File: src/rtl/lbr_unit.sv
// lbr_unit: Last Branch Record storage.
// Captures retired control transfers as {from, to} PC pairs in a circular buffer.
// The buffer is read back through RDLBR (lbrReq=01) and configured through WRLBR (lbrReq=10).
// Optional build macro LBR_FILTER_EN adds a branch_kind input and a per-kind capture mask in control bits [6:4].
//
// state        | meaning
// -------------+------------------------------------------------------------
// ST_DISABLED  | no capture; buffer contents retained but not extended
// ST_RECORDING | every qualifying retired transfer is written at wp
// ST_FROZEN    | buffer filled with freeze_on_full set; captures ignored
module lbr_unit #(
    parameter int ADDRESS_BITS = 20,
    parameter int LBR_DEPTH    = 16,
    parameter int INDEX_BITS   = 4
) (
    input  logic                    clock,
    input  logic                    reset,
    input  logic                    stall,
    input  logic                    branch_valid,
    input  logic [ADDRESS_BITS-1:0] branch_from,
    input  logic [ADDRESS_BITS-1:0] branch_to,
`ifdef LBR_FILTER_EN
    input  logic [1:0]              branch_kind,
`endif
    input  logic [1:0]              lbrReq,
    input  logic [INDEX_BITS-1:0]   lbr_index,
    input  logic                    lbr_sel,
    input  logic [31:0]             lbr_wdata,
    output logic [31:0]             lbr_rdata,
    output logic                    lbr_rvalid,
    output logic [INDEX_BITS:0]     lbr_count,
    output logic                    lbr_full,
    output logic [1:0]              lbr_state
);

    typedef enum logic [1:0] {
        ST_DISABLED  = 2'b00,
        ST_RECORDING = 2'b01,
        ST_FROZEN    = 2'b10
    } state_t;

    localparam int                  ENTRY_BITS = 2 * ADDRESS_BITS;
    localparam logic [INDEX_BITS:0] DEPTH_C    = (INDEX_BITS + 1)'(LBR_DEPTH);

    state_t                  state_q, state_d;
    logic [INDEX_BITS-1:0]   wp_q, wp_d;
    logic [INDEX_BITS:0]     count_q, count_d;
    logic                    enable_q, enable_d;
    logic                    freeze_q, freeze_d;
    logic [31:0]             rdata_q, rdata_d;
    logic                    rvalid_q, rvalid_d;
    logic [ENTRY_BITS-1:0]   entry_mem [LBR_DEPTH];

    logic                    req_read, req_write;
    logic                    wr_enable, wr_clear, wr_freeze;
    logic                    kind_ok, cap_qual, cap_go;
    logic [INDEX_BITS-1:0]   rd_slot;
    logic [ENTRY_BITS-1:0]   rd_entry;
    logic [ADDRESS_BITS-1:0] rd_field;

    assign req_read  = (lbrReq == 2'b01);
    assign req_write = (lbrReq == 2'b10);
    assign wr_enable = lbr_wdata[0];
    assign wr_clear  = lbr_wdata[1];
    assign wr_freeze = lbr_wdata[2];

`ifdef LBR_FILTER_EN
    logic [2:0] mask_q, mask_d;
    logic       unused_wdata;
    assign unused_wdata = ^{lbr_wdata[31:7], lbr_wdata[3]};
    assign kind_ok = ((branch_kind == 2'b00) && mask_q[0]) ||
                     ((branch_kind == 2'b01) && mask_q[1]) ||
                     ((branch_kind == 2'b10) && mask_q[2]);
`else
    logic unused_wdata;
    assign unused_wdata = ^lbr_wdata[31:3];
    assign kind_ok = 1'b1;
`endif

    // A control write that clears or disables suppresses a same-cycle capture;
    // otherwise the capture proceeds under the pre-write state.
    assign cap_qual = (state_q == ST_RECORDING) && branch_valid && !stall && kind_ok;
    assign cap_go   = cap_qual && !(req_write && (wr_clear || !wr_enable));

    // Read path works on the pre-update pointer/count, so a same-cycle capture is not visible.
    assign rd_slot  = wp_q - INDEX_BITS'(1) - lbr_index;
    assign rd_entry = entry_mem[rd_slot];
    assign rd_field = lbr_sel ? rd_entry[ADDRESS_BITS-1:0] : rd_entry[ENTRY_BITS-1:ADDRESS_BITS];

    // Next-state for pointer, count, control register, FSM and read port.
    always_comb begin
        state_d  = state_q;
        wp_d     = wp_q;
        count_d  = count_q;
        enable_d = enable_q;
        freeze_d = freeze_q;
        rdata_d  = rdata_q;
        rvalid_d = req_read;
`ifdef LBR_FILTER_EN
        mask_d   = mask_q;
`endif

        if (cap_go) begin
            wp_d = wp_q + INDEX_BITS'(1);
            if (count_q != DEPTH_C) begin
                count_d = count_q + (INDEX_BITS + 1)'(1);
            end
        end

        if (req_write) begin
            enable_d = wr_enable;
            freeze_d = wr_freeze;
`ifdef LBR_FILTER_EN
            mask_d   = lbr_wdata[6:4];
`endif
            if (wr_clear) begin
                wp_d    = '0;
                count_d = '0;
            end
            if (!wr_enable) begin
                state_d = ST_DISABLED;
            end else begin
                case (state_q)
                    ST_DISABLED:  state_d = ST_RECORDING;
                    ST_RECORDING: state_d = ST_RECORDING;
                    ST_FROZEN:    state_d = (wr_clear || !wr_freeze) ? ST_RECORDING : ST_FROZEN;
                    default:      state_d = ST_DISABLED;
                endcase
            end
        end

        if ((state_d == ST_RECORDING) && cap_go && (count_d == DEPTH_C) && freeze_d) begin
            state_d = ST_FROZEN;
        end

        if (req_read) begin
            if ({1'b0, lbr_index} >= count_q) begin
                rdata_d = '0;
            end else begin
                rdata_d = {{(32 - ADDRESS_BITS){1'b0}}, rd_field};
            end
        end
    end

    // Control/status registers with synchronous reset.
    always_ff @(posedge clock) begin
        if (reset) begin
            state_q  <= ST_DISABLED;
            wp_q     <= '0;
            count_q  <= '0;
            enable_q <= 1'b0;
            freeze_q <= 1'b0;
            rdata_q  <= '0;
            rvalid_q <= 1'b0;
`ifdef LBR_FILTER_EN
            mask_q   <= 3'b000;
`endif
        end else begin
            state_q  <= state_d;
            wp_q     <= wp_d;
            count_q  <= count_d;
            enable_q <= enable_d;
            freeze_q <= freeze_d;
            rdata_q  <= rdata_d;
            rvalid_q <= rvalid_d;
`ifdef LBR_FILTER_EN
            mask_q   <= mask_d;
`endif
        end
    end

    // Entry storage; deliberately not reset, count gates what is visible.
    always_ff @(posedge clock) begin
        if (cap_go) begin
            entry_mem[wp_q] <= {branch_from, branch_to};
        end
    end

    logic unused_enable;
    assign unused_enable = enable_q;

    assign lbr_rdata  = rdata_q;
    assign lbr_rvalid = rvalid_q;
    assign lbr_count  = count_q;
    assign lbr_full   = (count_q == DEPTH_C);
    assign lbr_state  = state_q;

endmodule

File: config.mk
export PLATFORM = sky130hd
export DESIGN_NAME = lbr_unit
export DESIGN_NICKNAME = d
export VERILOG_FILES = /design/src/rtl/lbr_unit.sv
export SDC_FILE = /design/constraint.sdc
export NUM_CORES = 1
export LEC_CHECK = 0
export BUFFER_PORTS_ARGS = -buffer_cell sky130_fd_sc_hd__buf_2
export CORE_MARGIN = 2
export CORE_UTILIZATION = 25
export CTS_CLUSTER_SIZE = 25
export DETAILED_ROUTE_END_ITERATION = 8
export PLACE_DENSITY_LB_ADDON = 0.15
export RECOVER_POWER = 100
export SETUP_SLACK_MARGIN = 0.3
export SYNTH_ARGS = -nofsm -noshare
export SYNTH_HDL_FRONTEND = slang
export SYNTH_SLANG_ARGS = --single-unit
File: constraint.sdc
create_clock -name clock -period 7.54 [get_ports clock]
set_input_delay 0.754 -clock clock [delete_from_list [all_inputs] [get_ports clock]]
set_output_delay 0.754 -clock clock [all_outputs]
set_load 0.005 [all_outputs]
==> results of run 1 <==
-- synth_stat cells (all sizes together) (2+ instances only) --
master,instances
a21o,4
a21oi,9
and3,4
and3b,2
and4bb,2
buf,45
clkbuf,27
dfxtp,33
edfxtp,640
ha,13
inv,15
mux2,80
mux4,160
nand2,32
nand2b,4
nand3,4
nand4,3
nor2,11
nor2b,5
nor3,4
nor4,4
o21ai,6
o22ai,40
o31ai,20
xnor2,4
xor2,4
-- through the flow --
| step | power (mW) | util (%) |
|---|---|---|
| after floorplan | 4.41 | - |
| after global placement | 4.55 | 27.2 |
| after detailed placement | 4.55 | 27.2 |
| after CTS | 8.09 | 29.5 |
| after global routing | 8.25 | 29.3 |
| final | 7.97 | 29.3 |
-- sequential cells by signal (all words and copies together), names as in the netlist --
register	count
wp_q	4
lbr_rdata	20
lbr_rvalid	1
entry_mem	640
freeze_q	1
lbr_count	5
lbr_state	2
-- report_power, final --
part / total [mW] / internal (mW) / leakage, nW / switching, mW
Sequential: 4.10 / 4.10 / 6.02 / 0.00408
Clock: 3.51 / 2.04 / 1.14 / 1.46
Combinational: 0.359 / 0.155 / 2.11 / 0.204
Total: 7.97 / 6.29 / 9.26 / 1.67
-- kinds of logic (layout without fill, tap and decap cells) --
kind of cell | Yosys count | count (layout) | synth area share [%]
other | 1 | 12 | 0.0144
buffers and inverters | 87 | 254 | 1.73
and+or+nand+nor | 80 | 80 | 1.56
adders and majority gates | 14 | 14 | 0.702
xor gates and xnor gates | 8 | 8 | 0.269
AOI/OAI and AO/OA | 81 | 81 | 2.00
DFF | 673 | 673 | 76.4
muxes | 241 | 241 | 17.3
-- per-layer routing --
| metal | vias to the layer above | routed length [um] |
|---|---|---|
| li1 | 5172 | - |
| met1 | 6581 | 28900 |
| met2 | 198 | 34900 |
| met3 | 84 | 2610 |
| met4 | 12 | 1130 |
| met5 | - | 62 |
-- placed cells by master, fill, tap and decap left out, types with 17 or more instances in the layout --
cell / count
edfxtp_1: 640
mux4_2: 160
clkbuf_1: 86
mux2_2: 79
clkbuf_16: 77
o22ai_1: 40
dfxtp_1: 33
nand2_1: 30
buf_2: 23
o31ai_1: 20
clkinv_1: 17
-- layout make-up --
| cell class | instances | area share (%) |
|---|---|---|
| well taps | 1380 | 5.70 |
| multi-input cells | 436 | 19.2 |
| flip-flops and latches | 673 | 65.6 |
| clock inverters | 37 | 1.01 |
| inverters | 15 | 0.186 |
| clock buffers | 99 | 6.73 |
| repair buffers | 103 | 1.66 |
-- critical path: stages (launching register included) --
cell      delay (ns)
dfxtp_1         0.39
and4bb_1        0.25
o21a_1          0.46
nand2_1         0.20
nor3_1          0.18
clkbuf_1        2.99
-- worst paths after layout --
| kind | from | endpoint | cells after the start |
|---|---|---|---|
| worst max-delay path | lbr_state[0] | entry_mem[7][33] | 5 |
| worst min register to register | lbr_rdata[7] | lbr_rdata[7] | 2 |
| worst max register to register | lbr_state[0] | entry_mem[7][33] | 5 |
| worst min-delay path | lbrReq[1] | lbr_rvalid | 2 |
==> results.sh, run 1 <==
export IMPL_die_w_um=327
export IMPL_antenna_cells=0
export IMPL_ys_warn_count=0
export IMPL_antenna_found_initial=11
export IMPL_vias=12000
export IMPL_critPathCaptureType="flop"
export IMPL_top_level_ports=124
export IMPL_fin_ws_ns=2.51
export IMPL_p_leak_nw=9.26
export IMPL_synth_ff_type="edfxtp_1"
export IMPL_clock_insertion_delay_worst_skew_ns=0.62
export IMPL_ys_seq_elements=673
export IMPL_ir_worst_vdd_uv=152
export IMPL_violations="capacitance limit, slew limit"
export IMPL_path_clk_slew_ns=0.05
export IMPL_max_slew_margin_rel_pct=-182
export IMPL_first_global_vias=13100
export IMPL_gp_congestion=0.699
export IMPL_drtIter0Drc=730
export IMPL_period_share_pct=66.7
export IMPL_worst_r2r_setup_slack_ns=2.51
export IMPL_drtAntennaViolNets=0
export IMPL_hold_viol=0
export IMPL_cts_buffers=75
export IMPL_fmaxAchievable_ghz=0.199
export IMPL_worst_clock_skew_ns=0.0276
export IMPL_path_class="reg -> reg"
export IMPL_syn_area_per_cell_um2=22.0
export IMPL_busiest_layer="met2"
export IMPL_grt_util_all_layers_pct=12.7
export IMPL_clock_sinks=673
export IMPL_hold_worst_slack_ns=0.411
export IMPL_viasPerCell=4.39
export IMPL_die_y_um=327
export IMPL_root_buffer="clkbuf_16"
export IMPL_seq_area_frac_synth_pct=76.4
export IMPL_synthTopCellsByArea="edfxtp_1 (74%), mux4_2 (14%), mux2_2 (3.5%)"
export IMPL_dp_hpwl_mm=33.1
export IMPL_dieArea_um2=107000
export IMPL_port_buffers=82
export IMPL_grt_overflow=0
export IMPL_fp_row_count=118
export IMPL_cts_max_path_buffers=3
export IMPL_grt_max_degree=79
export IMPL_seqCellArea_um2=19900
export IMPL_dpl_cell_area_um2=28200
export IMPL_cp_max_fo=40
export IMPL_htreeDepth=3
export IMPL_nNetsFinal=1401
export IMPL_min_period_ns=5.03
export IMPL_drc=0
export IMPL_synth_edf_count=640
export IMPL_holdBufCountCts=0
export IMPL_power_density_nw_per_um2=263
export IMPL_layout_cells_non_filler=2743
export IMPL_wl_mm=67.5
export IMPL_status="finished, violations left"
export IMPL_yosys_area_top_type="edfxtp_1"
export IMPL_area_growth_pct=16.5
export IMPL_crit_required_ns=7.65
export IMPL_grt_met2_usage_pct=22.3
export IMPL_fillers=10200
export IMPL_tightest_slew_ns=4.23
export IMPL_cts_setup_buffers=0
export IMPL_setup_worst_path_start_class="flop"
export IMPL_slew_viol_final=594
export IMPL_place_inst=2607
export IMPL_rsz0062_at_grt="no"
export IMPL_cts_tree="built"
export IMPL_synth_top_cell_area_share_pct=73.8
export IMPL_dr_pass1_iters=5
export IMPL_final_area_um2=30300
export IMPL_multi_input_area_um2=5810
export IMPL_synth_cell_types=42
export IMPL_dp_slack_ns=3.31
export IMPL_synthArstFlopShare_pct=0
export IMPL_post_cts_resized=0
export IMPL_core_area_um2=103000
export IMPL_wl_per_cell_um=24.6
export IMPL_crit_arrival_ns=5.14
export IMPL_gr_usage_met1_pct=15.9
export IMPL_final_setup_tns_ns=0
export IMPL_setup_viol=0
export IMPL_initial_utilization_pct=25.2
export IMPL_grt_pass1_wl_mm=96.5
export IMPL_synthCells=1185
export IMPL_drive_gt1_share_pct=28.3
export IMPL_drv_cap=18
export IMPL_mappedNetlistArea_um2=26000
export IMPL_hold_path_class="in -> reg"
export IMPL_grt_met3_usage_pct=2.42
Power figures use the tool's default switching activity.
==> run 2: changes to the inputs <==
--- a/config.mk
+++ b/config.mk
@@ -5,6 +5,7 @@
 export SDC_FILE = /design/constraint.sdc
 export NUM_CORES = 1
 export LEC_CHECK = 0
+export ABC_AREA = 1
 export BUFFER_PORTS_ARGS = -buffer_cell sky130_fd_sc_hd__buf_2
 export CORE_MARGIN = 2
 export CORE_UTILIZATION = 25
==> constraint.sdc (replaced) <==
create_clock -name clock -period 5.1 [get_ports clock]
set_input_delay 0.51 -clock clock [delete_from_list [all_inputs] [get_ports clock]]
set_output_delay 0.51 -clock clock [all_outputs]
set_load 0.005 [all_outputs]
==> run 2 against run 1 <==
Against the previous run: critical endpoint is now lbr_rdata[18]; the run still ends with capacitance limit, slew limit left; largest cell class unchanged; largest power group unchanged; worst hold slack worse by 0.15 ns; critical path type unchanged; non-clock buffer count is 25 higher; clock-buffer cell count is 6 higher.
==> results.sh, run 2 <==
export IMPL_grt_pass1_wl_mm=122
export IMPL_wl_mm=84.7
export IMPL_cts_max_path_buffers=3
export IMPL_drc=0
export IMPL_setup_viol=0
export IMPL_wl_per_cell_um=20.7
export IMPL_p_int_mw=9.42
export IMPL_die_y_um=337
export IMPL_dpl_cell_area_um2=29900
export IMPL_synth_ff_type="edfxtp_1"
export IMPL_cp_depth=11
export IMPL_path_common_cell="nand3_1"
export IMPL_timing_rr_start="wp_q[0]"
export IMPL_final_cell_mix="nand2_1 (1021), edfxtp_1 (640), nand3_1 (474), clkbuf_1 (89), clkbuf_16 (81)"
export IMPL_drive_gt1_share_pct=7.04
export IMPL_clock_sinks=673
export IMPL_vias=18000
export IMPL_crit_arrival_ns=4.29
export IMPL_utilization_pct=29.1
export IMPL_critPathCaptureType="flop"
export IMPL_crit_chain="ha_1 > inv_8 > clkbuf_2 > nand2_1 > nand2_1 > nand2_1 > nand3_1 > nand3_1 > nand3_1 > nand3_1 > a21oi_1"
export IMPL_regToRegEndpoint="lbr_rdata[18]"
export IMPL_area_growth_pct=16.0
export IMPL_power_density_nw_per_um2=383
export IMPL_synth_compound_area_share_pct=0.710
export IMPL_nNetsFinal=2640
export IMPL_power_switching_mw=2.87
export IMPL_port_buffers=82
export IMPL_fillers=11500
export IMPL_synth_commonest_cells="nand2_1 (1022), edfxtp_1 (640), nand3_1 (474)"
export IMPL_slew_viol_final=445
export IMPL_ir_worst_vdd_uv=205
export IMPL_htreeDepth=3
export IMPL_min_to="lbr_state[1]"
export IMPL_root_buffer="clkbuf_16"
export IMPL_path_buf_inv=2
export IMPL_regMostFlops="entry_mem"
export IMPL_core_area_um2=110000
export IMPL_post_cts_resized=0
export IMPL_yosys_area_top_type="edfxtp_1"
export IMPL_max_slew_margin_rel_pct=-54.6
export IMPL_synth_top_cell_area_share_pct=69.5
export IMPL_synth_xor_area_share_pct=0.127
export IMPL_p_leak_nw=11.6
export IMPL_cts_setup_buffers=0
export IMPL_min_period_ns=3.74
export IMPL_synth_most_common_cell="nand2_1"
export IMPL_dr_pass1_iters=5
export IMPL_status="finished, violations left"
export IMPL_final_setup_tns_ns=0
export IMPL_tightest_slew_ns=2.32
export IMPL_hp_start="lbr_wdata[1]"
export IMPL_layout_commonest_cell="nand2_1"
export IMPL_finalPower_mw=12.3
export IMPL_synthTopCellsByArea="edfxtp_1 (69%), nand2_1 (14%), nand3_1 (8.6%)"
export IMPL_synth_simple_area_share_pct=23.2
export IMPL_reg2reg_depth=11
export IMPL_initial_utilization_pct=25.1
export IMPL_startpoint="wp_q[0]"
export IMPL_worst_clock_skew_ns=0.0263
export IMPL_fmaxAchievable_ghz=0.267
export IMPL_drtAntennaViolNets=0
export IMPL_viasPerCell=4.41
export IMPL_top_level_ports=124
export IMPL_hold_viol=0
export IMPL_gp_congestion=0.726
export IMPL_clock_insertion_delay_worst_skew_ns=0.62
export IMPL_p_sw_share_pct=23.3
export IMPL_synthAdderAreaFrac_pct=0.660
export IMPL_dp_hpwl_mm=44.0
export IMPL_ys_warn_count=0
export IMPL_rsz0062_at_grt="no"
export IMPL_path_class="reg -> reg"
export IMPL_period_share_pct=73.4
export IMPL_synth_top_family_by_area="simple AND/OR/NAND/NOR gates"
export IMPL_die_w_um=337
export IMPL_max_stage_delay_ns=0.83
export IMPL_fp_row_count=122
export IMPL_grt_util_all_layers_pct=14.9
export IMPL_hold_path_class="in -> reg"
export IMPL_critPathTopFamily="buffers and inverters"
export IMPL_grt_overflow=0
export IMPL_mappedNetlistArea_um2=27700
export IMPL_syn_area_per_cell_um2=11.2
export IMPL_largest_reg_flops=640
export IMPL_grt_max_degree=167
export IMPL_cp_slowest_cell="clkbuf_2"
export IMPL_worst_r2r_setup_slack_ns=1.36
export IMPL_ys_seq_elements=673
export IMPL_muxShareOfSynthArea_pct=0
export IMPL_holdBufCountCts=0
export IMPL_violations="capacitance limit, slew limit"
export IMPL_first_global_vias=17600
export IMPL_drv_cap=16
export IMPL_whs_path_depth=4
export IMPL_cts_buffers=78
export IMPL_setup_worst_path_start_class="flop"
export IMPL_clkPwrFrac_pct=43.2
export IMPL_synthCells=2478
export IMPL_final_area_um2=32100
export IMPL_dieArea_um2=113000
export IMPL_synthArstFlopShare_pct=0
export IMPL_synth_cell_types=29
export IMPL_seq_area_frac_synth_pct=71.8
export IMPL_combPwrFrac_pct=7.4
export IMPL_synth_edf_count=640
export IMPL_seq_power_share_pct=49.4
export IMPL_drtIter0Drc=1309
export IMPL_path_clk_slew_ns=0.06
export IMPL_crit_required_ns=5.65
export IMPL_cp_max_fo=115
export IMPL_cts_tree="built"
export IMPL_antenna_found_initial=13
run 2: changes by cell type after synthesis, moves of 11 or more:
| cell | delta |
|---|---|
| a21oi_1 | +16 |
| buf_2 | +72 |
| clkbuf_1 | +11 |
| inv_1 | +33 |
| mux2_2 | -80 |
| mux4_2 | -160 |
| nand2_1 | +990 |
| nand3_1 | +470 |
| nor2_1 | +29 |
| o22ai_1 | -40 |
| o31ai_1 | -20 |
run 2: metrics by stage:
step           std cells  hold WS [ns]  setup WS [ns]
6_report            4088         0.266           1.36
5_1_grt             4087         0.279          0.995
4_1_cts             4087         0.216           1.59
3_5_place_dp        3951         0.454           1.30
3_3_place_gp        3951         0.454           1.29
2_1_floorplan       2489         0.461           1.82
run 2: worst max-delay path by stage:
stage / end / slack [ns]
finish: lbr_rdata[18] / 1.36
global route: lbr_rdata[18] / 0.99
CTS: lbr_rdata[14] / 1.59
detailed placement: lbr_rdata[14] / 1.30
global placement: lbr_rdata[14] / 1.29
floorplan: entry_mem[0][0] / 1.82
run 2: routing by layer:
metal,vias up,share of wire (%),track usage [%]
met5,-,0.048,0
met4,6,2.2,3.64
met3,116,3.9,2.29
met2,359,48,24.9
met1,8942,46,20.1
li1,8620,-,-
run 2: worst register-to-register path: stages, from the launching register on:
cell	delay, ns
dfxtp_1	0.35
ha_1	0.68
inv_8	0.75
clkbuf_2	0.86
nand2_1	0.13
nand2_1	0.10
nand2_1	0.05
nand3_1	0.10
nand3_1	0.10
nand3_1	0.14
nand3_1	0.20
a21oi_1	0.20
run 2: cell families after synthesis:
family | Yosys count
AO/OA/AOI/OAI | 36
AND/OR/NAND/NOR | 1545
adder cells (fa/ha/maj) | 14
other | 1
XOR/XNOR | 4
flip-flops | 673
buffers and inverters | 205
run 2: power groups by stage:
stage	combinational (mW)	sequential, mW	clock (mW)
3_5_place_dp	0.937	6.18	0
4_1_cts	0.940	6.07	5.45
2_1_floorplan	0.561	6.18	0
3_3_place_gp	0.926	6.18	0
6_report	0.913	6.07	5.31
5_1_grt	1.02	6.07	5.65
run 2: area by class of cell:
cell class                 instances  area [um^2]  share of cell area (%)
inverter                          51          200                   0.623
tap                             1488         1860                    5.80
clock inverter                    31          267                   0.830
antenna                            1         2.50                 0.00779
clock buffer                     105         2140                    6.66
timing repair buffer             128          751                    2.34
sequential                       673        19900                    61.9
multi-input combinational       1611         7010                    21.8
